`config.mk`:
```
export PLATFORM = sky130hd
export DESIGN_NAME = board_move_ctrl_flat
export DESIGN_NICKNAME = d
export VERILOG_FILES = /design/src/rtl/chess_pkg.sv /design/src/rtl/board_move_ctrl_if.sv /design/src/rtl/board_move_ctrl_btn_edge.sv /design/src/rtl/board_move_ctrl.sv /design/src/flat_wrapper.sv
export SDC_FILE = /design/constraint.sdc
export NUM_CORES = 1
export LEC_CHECK = 0
export BUFFER_PORTS_ARGS = -buffer_cell sky130_fd_sc_hd__buf_2
export CAP_MARGIN = 20
export CORE_MARGIN = 1.5
export CORE_UTILIZATION = 50
export DETAILED_ROUTE_END_ITERATION = 8
export PLACE_DENSITY = 0.8
export SLEW_MARGIN = 0
export SYNTH_ARGS = -nofsm -noshare
export SYNTH_HDL_FRONTEND = slang
export SYNTH_HIERARCHICAL = 1
export SYNTH_SLANG_ARGS = --single-unit
```
`constraint.sdc`:
```
create_clock -name clk -period 2.35 [get_ports clk]
set_input_delay 0.1175 -clock clk [delete_from_list [all_inputs] [get_ports clk]]
set_output_delay 0.1175 -clock clk [all_outputs]
set_load 0.1 [all_outputs]
```
`src/rtl/chess_pkg.sv`:
```
// Piece-word encoding and controller state type shared by the board store blocks.
package chess_pkg;

  localparam int OCC_BIT   = 0;
  localparam int COLOR_BIT = 1;
  localparam int TYPE_LSB  = 2;

  localparam logic WHITE = 1'b0;
  localparam logic BLACK = 1'b1;

  localparam logic [2:0] EMPTY  = 3'd0;
  localparam logic [2:0] PAWN   = 3'd1;
  localparam logic [2:0] KNIGHT = 3'd2;
  localparam logic [2:0] BISHOP = 3'd3;
  localparam logic [2:0] ROOK   = 3'd4;
  localparam logic [2:0] QUEEN  = 3'd5;
  localparam logic [2:0] KING   = 3'd6;

  typedef enum logic [1:0] {
    IDLE     = 2'd0,
    SELECTED = 2'd1,
    WR_DST   = 2'd2,
    WR_SRC   = 2'd3
  } ctrl_state_t;

endpackage

```
`src/rtl/board_move_ctrl_if.sv`:
```
// Board register-array access bus: combinational read port plus one-cycle write strobe.
interface board_move_ctrl_if #(
  parameter int ROWS    = 8,
  parameter int COLS    = 8,
  parameter int PIECE_W = 5
);
  localparam int RW = $clog2(ROWS);
  localparam int CW = $clog2(COLS);

  logic [RW-1:0]      rd_row;
  logic [CW-1:0]      rd_col;
  logic [PIECE_W-1:0] rd_data;
  logic               wr_en;
  logic [RW-1:0]      wr_row;
  logic [CW-1:0]      wr_col;
  logic [PIECE_W-1:0] wr_data;

  modport master (
    output rd_row, rd_col, wr_en, wr_row, wr_col, wr_data,
    input  rd_data
  );

  modport slave (
    input  rd_row, rd_col, wr_en, wr_row, wr_col, wr_data,
    output rd_data
  );
endinterface

```
`src/rtl/board_move_ctrl_btn_edge.sv`:
```
// Registered rising-edge detector for a vector of already-synchronised buttons.
module btn_edge #(
  parameter int W = 1
) (
  input  logic         clk,
  input  logic         reset,
  input  logic [W-1:0] btn,
  output logic [W-1:0] rise
);

  logic [W-1:0] prev_p0;

  always_ff @(posedge clk or posedge reset) begin
    if (reset) begin
      prev_p0 <= '0;
      rise    <= '0;
    end else begin
      prev_p0 <= btn;
      rise    <= btn & ~prev_p0;
    end
  end

endmodule

```
`src/rtl/board_move_ctrl.sv`:
```
// Wrapping board cursor plus select/commit FSM that moves a piece of the side to move.
module board_move_ctrl
  import chess_pkg::*;
#(
  parameter int ROWS    = 8,
  parameter int COLS    = 8,
  parameter int PIECE_W = 5
) (
  input  logic                      clk,
  input  logic                      reset,
  input  logic                      rowChange,
  input  logic                      columnChange,
  input  logic                      UP,
  input  logic                      select,
  input  logic                      cancel,
  board_move_ctrl_if.master         bus,
  output logic [$clog2(ROWS)-1:0]   cur_row,
  output logic [$clog2(COLS)-1:0]   cur_col,
  output logic [$clog2(ROWS)-1:0]   src_row,
  output logic [$clog2(COLS)-1:0]   src_col,
  output logic                      selected,
  output logic                      turn,
  output logic                      move_done,
  output logic                      reject
);

  localparam int RW = $clog2(ROWS);
  localparam int CW = $clog2(COLS);

  logic [3:0]         btn_rise;
  logic               row_e, col_e, sel_e, can_e;
  logic               own_piece, at_src;
  logic [PIECE_W-1:0] piece;
  ctrl_state_t        state;

  btn_edge #(.W(4)) u_btn_edge (
    .clk   (clk),
    .reset (reset),
    .btn   ({cancel, select, columnChange, rowChange}),
    .rise  (btn_rise)
  );

  assign {can_e, sel_e, col_e, row_e} = btn_rise;

  assign bus.rd_row = cur_row;
  assign bus.rd_col = cur_col;
  assign selected   = (state == SELECTED);
  assign own_piece  = bus.rd_data[OCC_BIT] && (bus.rd_data[COLOR_BIT] == turn);
  assign at_src     = (cur_row == src_row) && (cur_col == src_col);

  // Compare-to-bound wrap keeps non-power-of-two boards inside range.
  always_ff @(posedge clk or posedge reset) begin
    if (reset) begin
      cur_row <= '0;
      cur_col <= '0;
    end else begin
      if (row_e) begin
        if (UP) cur_row <= (cur_row == RW'(ROWS-1)) ? '0 : cur_row + RW'(1);
        else    cur_row <= (cur_row == '0) ? RW'(ROWS-1) : cur_row - RW'(1);
      end
      if (col_e) begin
        if (UP) cur_col <= (cur_col == CW'(COLS-1)) ? '0 : cur_col + CW'(1);
        else    cur_col <= (cur_col == '0) ? CW'(COLS-1) : cur_col - CW'(1);
      end
    end
  end

  always_ff @(posedge clk or posedge reset) begin
    if (reset) begin
      state       <= IDLE;
      turn        <= WHITE;
      src_row     <= '0;
      src_col     <= '0;
      piece       <= '0;
      bus.wr_en   <= 1'b0;
      bus.wr_row  <= '0;
      bus.wr_col  <= '0;
      bus.wr_data <= '0;
      move_done   <= 1'b0;
      reject      <= 1'b0;
    end else begin
      bus.wr_en <= 1'b0;
      move_done <= 1'b0;
      reject    <= 1'b0;
      case (state)
        IDLE: begin
          if (sel_e) begin
            if (own_piece) begin
              src_row <= cur_row;
              src_col <= cur_col;
              piece   <= bus.rd_data;
              state   <= SELECTED;
            end else begin
              reject <= 1'b1;
            end
          end
        end
        SELECTED: begin
          if (can_e) begin
            state <= IDLE;
          end else if (sel_e) begin
            if (at_src) begin
              state <= IDLE;
            end else if (own_piece) begin
              src_row <= cur_row;
              src_col <= cur_col;
              piece   <= bus.rd_data;
            end else begin
              bus.wr_en   <= 1'b1;
              bus.wr_row  <= cur_row;
              bus.wr_col  <= cur_col;
              bus.wr_data <= piece;
              state       <= WR_DST;
            end
          end
        end
        // Destination write is on the bus now; queue the source clear.
        WR_DST: begin
          bus.wr_en   <= 1'b1;
          bus.wr_row  <= src_row;
          bus.wr_col  <= src_col;
          bus.wr_data <= '0;
          move_done   <= 1'b1;
          state       <= WR_SRC;
        end
        WR_SRC: begin
          turn  <= ~turn;
          state <= IDLE;
        end
        default: state <= IDLE;
      endcase
    end
  end

endmodule

```
`src/flat_wrapper.sv`:
```
// flat-port wrapper written by rule: the top's interface ports become plain ports
module board_move_ctrl_flat import chess_pkg::*;
#(
  parameter int ROWS    = 8,
  parameter int COLS    = 8,
  parameter int PIECE_W = 5
)
  (clk, reset, rowChange, columnChange, UP, select, cancel, cur_row, cur_col, src_row, src_col, selected, turn, move_done, reject, bus_rd_row, bus_rd_col, bus_wr_en, bus_wr_row, bus_wr_col, bus_wr_data, bus_rd_data);
  board_move_ctrl_if #(.ROWS(ROWS), .COLS(COLS), .PIECE_W(PIECE_W)) bus_i ();
  input  logic clk;
  input  logic reset;
  input  logic rowChange;
  input  logic columnChange;
  input  logic UP;
  input  logic select;
  input  logic cancel;
  output logic [$clog2(ROWS)-1:0] cur_row;
  output logic [$clog2(COLS)-1:0] cur_col;
  output logic [$clog2(ROWS)-1:0] src_row;
  output logic [$clog2(COLS)-1:0] src_col;
  output logic selected;
  output logic turn;
  output logic move_done;
  output logic reject;
  output wire logic [$bits(bus_i.rd_row)-1:0] bus_rd_row;
  output wire logic [$bits(bus_i.rd_col)-1:0] bus_rd_col;
  output wire logic [$bits(bus_i.wr_en)-1:0] bus_wr_en;
  output wire logic [$bits(bus_i.wr_row)-1:0] bus_wr_row;
  output wire logic [$bits(bus_i.wr_col)-1:0] bus_wr_col;
  output wire logic [$bits(bus_i.wr_data)-1:0] bus_wr_data;
  input wire logic [$bits(bus_i.rd_data)-1:0] bus_rd_data;
  assign bus_rd_row = bus_i.rd_row;
  assign bus_rd_col = bus_i.rd_col;
  assign bus_wr_en = bus_i.wr_en;
  assign bus_wr_row = bus_i.wr_row;
  assign bus_wr_col = bus_i.wr_col;
  assign bus_wr_data = bus_i.wr_data;
  assign bus_i.rd_data = bus_rd_data;
  board_move_ctrl #(.ROWS(ROWS), .COLS(COLS), .PIECE_W(PIECE_W)) u_core (.clk(clk), .reset(reset), .rowChange(rowChange), .columnChange(columnChange), .UP(UP), .select(select), .cancel(cancel), .bus(bus_i), .cur_row(cur_row), .cur_col(cur_col), .src_row(src_row), .src_col(src_col), .selected(selected), .turn(turn), .move_done(move_done), .reject(reject));
endmodule
```
### Word-level counts from Yosys, hierarchy flattened

Index checks and enable logic that the tools add are counted.

| storage, ports and cells | value |
|---|---|
| register bits after elaboration | 42 |
| output and inout port bits | 34 |
| word-level logic and storage cells | 102 |
| input port bits | 12 |

| cells by class | value |
|---|---|
| eq/ne operators | 16 |
| reductions and logical operators | 10 |
| $add $sub $neg | 4 |
| mux-type cells | 54 |
| bitwise logic cells | 3 |

Operator list:

| kind | number |
|---|---|
| $mux W3 | 24 |
| $mux W5 | 9 |
| $pmux W3 S2 | 4 |
| $pmux W5 S2 | 2 |
| $mux W2 | 6 |
| $reduce_and A5 Y1 | 2 |
| $ne A2 B2 Y1 const B | 4 |
| $pmux W2 S4 | 1 |
| $mux W1 | 7 |
| $add A3 B1 Y3 const B | 2 |
| $eq A3 B3 Y1 | 2 |
| $eq A3 B3 Y1 const B | 2 |
| $logic_not A3 Y1 | 2 |
| $sub A3 B1 Y3 const B | 2 |
| $and A4 B4 Y4 | 1 |
| $eq A2 B2 Y1 const B | 2 |
| $ne A2 B1 Y1 const B | 2 |
| $ne A4 B4 Y1 const B | 1 |
| $not A4 Y4 | 1 |
| $reduce_and A4 Y1 | 1 |
| $reduce_bool A2 Y1 | 2 |
| $ne A3 B1 Y1 const B | 1 |
| $eq A2 B1 Y1 const B | 1 |
| $logic_and A1 B1 Y1 | 2 |
| 4 further kinds | 4 |

### Logic depth before layout (Yosys ltp)

| depth | value |
|---|---|
| depth in word-level cells | 7 |
| mapped depth | 8 |
| depth with buffers taken out | 7 |

### Modules after synthesis

The synthesis kept the hierarchy.

Modules (own cells, without submodules):

| module | area an instance (sq um) | cells an instance | times used | sequential area each (sq um) |
|---|---|---|---|---|
| board_move_ctrl | 1818.0 | 160 | 1 | 850.8 |
| btn_edge | 259.0 | 13 | 1 | 200.2 |

### Worst setup path after synthesis

OpenSTA, ideal clock, no wires.

| timing | value |
|---|---|
| kind | register -> register |
| start | register (tool-made name) |
| end | register u_core.src_col[1] |
| clock period less this slack | 2.550 ns |
| required time | 2.223 ns |
| buffers on the path | 1 |
| library setup time | 0.127 ns |
| stages on the path, launching flop included | 9 |
| path slack | -0.200 ns |
| arrival | 2.423 ns |
| path through | dfrtp_1 > inv_1 > ha_1 > nor2b_1 > a21oi_1 > nor3_1 > o21a_1 > buf_6 > mux2_4 |

RTL lines:

| item | line | RTL |
|---|---|---|
| end signal, assigned | board_move_ctrl.sv:90 | `src_col <= cur_col;` |
| end signal, assigned | board_move_ctrl.sv:106 | `src_col <= cur_col;` |
| end, declared | board_move_ctrl.sv:20 | `output logic [$clog2(COLS)-1:0] src_col,` |

### Worst setup path after layout

| timing | value |
|---|---|
| start | register u_core.cur_row[2] (netlist: u_core/bus.rd_row[2]) |
| end | register u_core.bus.wr_data[4] |

| between the ends | value |
|---|---|
| cells in the longest elaborated chain, start to end | 4 |

RTL lines:

| item | line | RTL |
|---|---|---|
| start, declared | board_move_ctrl.sv:17 | `output logic [$clog2(ROWS)-1:0] cur_row,` |
| start signal, assigned | board_move_ctrl.sv:58 | `if (UP) cur_row <= (cur_row == RW'(ROWS-1)) ? '0 : cur_row + RW'(1);` |
| start signal, assigned | board_move_ctrl.sv:59 | `else cur_row <= (cur_row == '0) ? RW'(ROWS-1) : cur_row - RW'(1);` |
| $eq A3 B3 Y1 | board_move_ctrl.sv:49 | `assign at_src = (cur_row == src_row) && (cur_col == src_col);` |
| $logic_and A1 B1 Y1 | board_move_ctrl.sv:49 |  |
| $ne A2 B2 Y1 (no line) | n/a |  |
| $reduce_and A5 Y1 (no line) | n/a |  |
| end signal, assigned | board_move_ctrl.sv:112 | `bus.wr_data <= piece;` |
| end, declared | board_move_ctrl_if.sv:19 | `output rd_row, rd_col, wr_en, wr_row, wr_col, wr_data,` |

No other way between the ends.
A chain may end at the register's enable or synchronous reset.

==> results.json <==
{
  "floorplan.die_area_um2": 4550,
  "critical_path.slowest_cell": "sky130_fd_sc_hd__dfrtp_2",
  "first_global_vias": 1322,
  "synth_top_area_cell": "sky130_fd_sc_hd__dfrtp_1",
  "crit_path_max_fanout": 9,
  "insertion_delay_ns": 0.29,
  "report.final.slew_viol_count": 0,
  "max_cap_violations": 0,
  "rsz0062_at_grt": "no",
  "finalSetupViolCount": 0,
  "vias_per_cell": 5.06,
  "drt_wl_total_um": 3750,
  "die_y_um": 67.5,
  "detail-route-antenna-nets": 0,
  "tritoncts_num_sinks": 42,
  "final_cell_area_um2": 2480,
  "synth_cell_type_count": 31,
  "post_drt_wl_per_cell_um": 13.6,
  "layout.cells.most_common_list": "sky130_fd_sc_hd__buf_2, sky130_fd_sc_hd__dfrtp_1, sky130_fd_sc_hd__o21ai_0",
  "total_global_routing_track_utilization_pct": 18.9,
  "detail_route.wirelength.met1_um": 1680,
  "worst_clock_skew_ns": 0.00322,
  "max_slew_margin_pct": 65.3,
  "tritoncts.num_buffers": 5,
  "htree_num_levels": 2,
  "met2_wirelength_um": 1840,
  "num-nets-final": 249,
  "hold_path_class": "in2reg",
  "post_synthesis_instance_area_um2": 2080,
  "yosys.area.top_type_share_pct": 50.6,
  "drc": 0,
  "post_synth.cell_area_avg_um2": 12.0,
  "clock-root-buffer": "sky130_fd_sc_hd__clkbuf_8",
  "detailed_place.area_um2": 2340,
  "totalNegativeSetupSlack_ns": 0,
  "cts_tree": "yes",
  "worstSetupStartpointType": "register",
  "synthesized_nets": 197,
  "instances_no_fill": 276,
  "place.port_buffers": 45,
  "detailedPlacementHpwl_um": 2830,
  "critPathRequiredTime_ns": 2.53,
  "timing_worst_slew_pin_value_ns": 0.520,
  "period_minus_slack_ns": 2.03,
  "number_of_antenna_violations_at_the_first_check_in_global_routing": 0,
  "floorplan.initialDensity_pct": 51.9,
  "fp.coreArea_um2": 4000,
  "antennaDiodeCount": 0,
  "synth.ff_latch_count": 42,
  "placementRows": 23,
  "maxClockFrequency_mhz": 494,
  "cp.arrival_ns": 2.21,
  "layout_worst_path_cycle_share_pct": 86.2,
  "global_route_wire_length_before_repair_um": 6190,
  "maximum_number_of_pins_on_one_net_before_global_route_repair": 22,
  "status": "complete, no violations",
  "max-clock-path-buffers": 2,
  "share_of_final_layout_standard_cells_stronger_than_drive_strength_1_pct": 40.7,
  "met3_wire_length_um": 174,
  "setup.worst_path.end_class": "register",
  "final_core_util_pct": 62.0,
  "overall_die_width_um": 67.5,
  "top_level_ports": 46,
  "postCtsSetupRepairBufs": 0,
  "final_common_cell": "sky130_fd_sc_hd__buf_2",
  "slowest_delay_ns": 0.47,
  "dr.first_iter.drc_count": 91,
  "clkSlewWorstSetupHoldPaths_ns": 0.07,
  "gp_congestion": 0.858,
  "routed.top_layer": "met4",
  "place.detailed.instances": 263,
  "globalRouteOverflowTotal": 0,
  "detail_route.first_pass.iterations": 5,
  "timing.critical_path.cells": "xor2_1 -> nor4_1 -> nand3_1 -> a22oi_1 -> buf_4 -> mux2_2",
  "vias": 1396,
  "netlist_top_cells_area": "sky130_fd_sc_hd__dfrtp_1, sky130_fd_sc_hd__ha_1, sky130_fd_sc_hd__mux2_2",
  "worstSetupPathType": "reg2reg",
  "synth_warnings": 6,
  "area_growth_pct": 19.5,
  "final_hold_violation_count": 0,
  "portion_of_the_post_synthesis_area_used_by_sequential_elements_pct": 50.6,
  "syn-instance-count": 173
}
metrics by stage:
step | hold WS, ns | setup WS, ns
floorplan | -0.0668 | 0.0224
global placement | 0.0813 | 0.339
detailed placement | 0.0865 | 0.314
CTS | 0.0441 | 0.292
global route | 0.0424 | 0.199
finish | 0.0482 | 0.325
cell families (layout without fill, tap and decap cells):
group | count (synthesis) | in the layout | share of synthesized area (%)
AOI/OAI and AO/OA | 27 | 27 | 6.99
xor gates and xnor gates | 9 | 9 | 3.79
and+or+nand+nor | 37 | 37 | 11.1
buffers and inverters | 22 | 75 | 5.78
adders and majority gates | 12 | 12 | 7.23
DFF | 42 | 42 | 50.6
muxes | 24 | 24 | 14.5
flip-flops by register name (all words and copies together) (netlist names), named ones only:
signal and cells:
u_core/reject 1, u_core/src_row 3, u_core/u_btn_edge/prev_p0 4, u_core/bus.wr_col 3, u_core/src_col 3, u_core/u_btn_edge/rise 4
u_core/bus.wr_data 5, u_core/bus.rd_col 3, u_core/move_done 1, u_core/turn 1, u_core/piece 5, u_core/bus.wr_en 1
u_core/bus.rd_row 3, u_core/bus.wr_row 3, u_core/state 1
critical path: cells and delay by family (launching register included):
family,cells,cell delay [ns]
compound gates,1,0.22
xor+xnor,1,0.16
buf+inv,1,0.23
flops,1,0.47
mux,1,0.35
simple gates,2,0.48
layer usage:
metal / vias to the layer above / global-route usage [%]
met2: 29 / 30.4
met3: 6 / 6.17
met5: - / 0
met1: 681 / 23.9
met4: 0 / 6.89
li1: 680 / -
synthesized netlist by cell type:
master / instances
sky130_fd_sc_hd__buf_4: 6
sky130_fd_sc_hd__and2_1: 1
sky130_fd_sc_hd__nor4b_2: 1
sky130_fd_sc_hd__inv_1: 11
sky130_fd_sc_hd__nor2b_4: 4
sky130_fd_sc_hd__nand3_1: 3
sky130_fd_sc_hd__nor4_1: 1
sky130_fd_sc_hd__and3b_1: 1
sky130_fd_sc_hd__nor2b_1: 6
sky130_fd_sc_hd__or3_1: 1
sky130_fd_sc_hd__clkbuf_1: 3
sky130_fd_sc_hd__a21oi_1: 7
sky130_fd_sc_hd__o21ai_0: 15
sky130_fd_sc_hd__a22oi_1: 1
sky130_fd_sc_hd__or2_2: 1
sky130_fd_sc_hd__mux2_4: 9
sky130_fd_sc_hd__ha_1: 12
sky130_fd_sc_hd__nor3_1: 1
sky130_fd_sc_hd__xor2_1: 5
sky130_fd_sc_hd__o21a_1: 1
sky130_fd_sc_hd__nand2_1: 13
sky130_fd_sc_hd__buf_6: 2
sky130_fd_sc_hd__nor2_1: 2
sky130_fd_sc_hd__nand2b_1: 1
sky130_fd_sc_hd__mux2i_1: 2
sky130_fd_sc_hd__and3_1: 1
sky130_fd_sc_hd__a31oi_1: 2
sky130_fd_sc_hd__o211ai_1: 1
sky130_fd_sc_hd__dfrtp_1: 42
sky130_fd_sc_hd__xnor2_1: 4
sky130_fd_sc_hd__mux2_2: 13
final cells by class:
cell class | instances | area (um^2)
fillers | 340 | 1520
flip-flops and latches | 42 | 1060
multi-input cells | 109 | 908
repair buffers | 56 | 320
clock buffers | 7 | 86.3
well taps | 50 | 62.6
inverters | 11 | 41.3
clock inverters | 1 | 5.00
final timing paths:
| check | from | to | slack, ns | cells after the start |
|---|---|---|---|---|
| max | u_core/bus.rd_row[2]$_DFFE_PP0P_ | u_core/bus.wr_data[4]$_DFFE_PP0P_ | 0.32 | 6 |
| min in group asynchronous | reset | u_core/u_btn_edge/rise[2]$_DFF_PP0_ | 0.31 | 3 |
| min reg2reg | u_core/u_btn_edge/prev_p0[1]$_DFF_PP0_ | u_core/u_btn_edge/rise[1]$_DFF_PP0_ | 0.45 | 1 |
| min | bus_rd_data[2] | u_core/piece[2]$_DFFE_PP0P_ | 0.05 | 2 |
| max in group asynchronous | reset | u_core/move_done$_DFF_PP0_ | 1.26 | 4 |
| max reg2reg | u_core/bus.rd_row[2]$_DFFE_PP0P_ | u_core/bus.wr_data[4]$_DFFE_PP0P_ | 0.32 | 6 |
timing repair:
action,CTS,global route
endpoints found under the setup margin,0,0
hold buffers,5,0
resized for setup,0,0
endpoints found under the hold margin,25,0
Power is left out: the tool's default activity adds up to more than one toggle a clock period on the data nets, which glitch-free logic cannot reach.
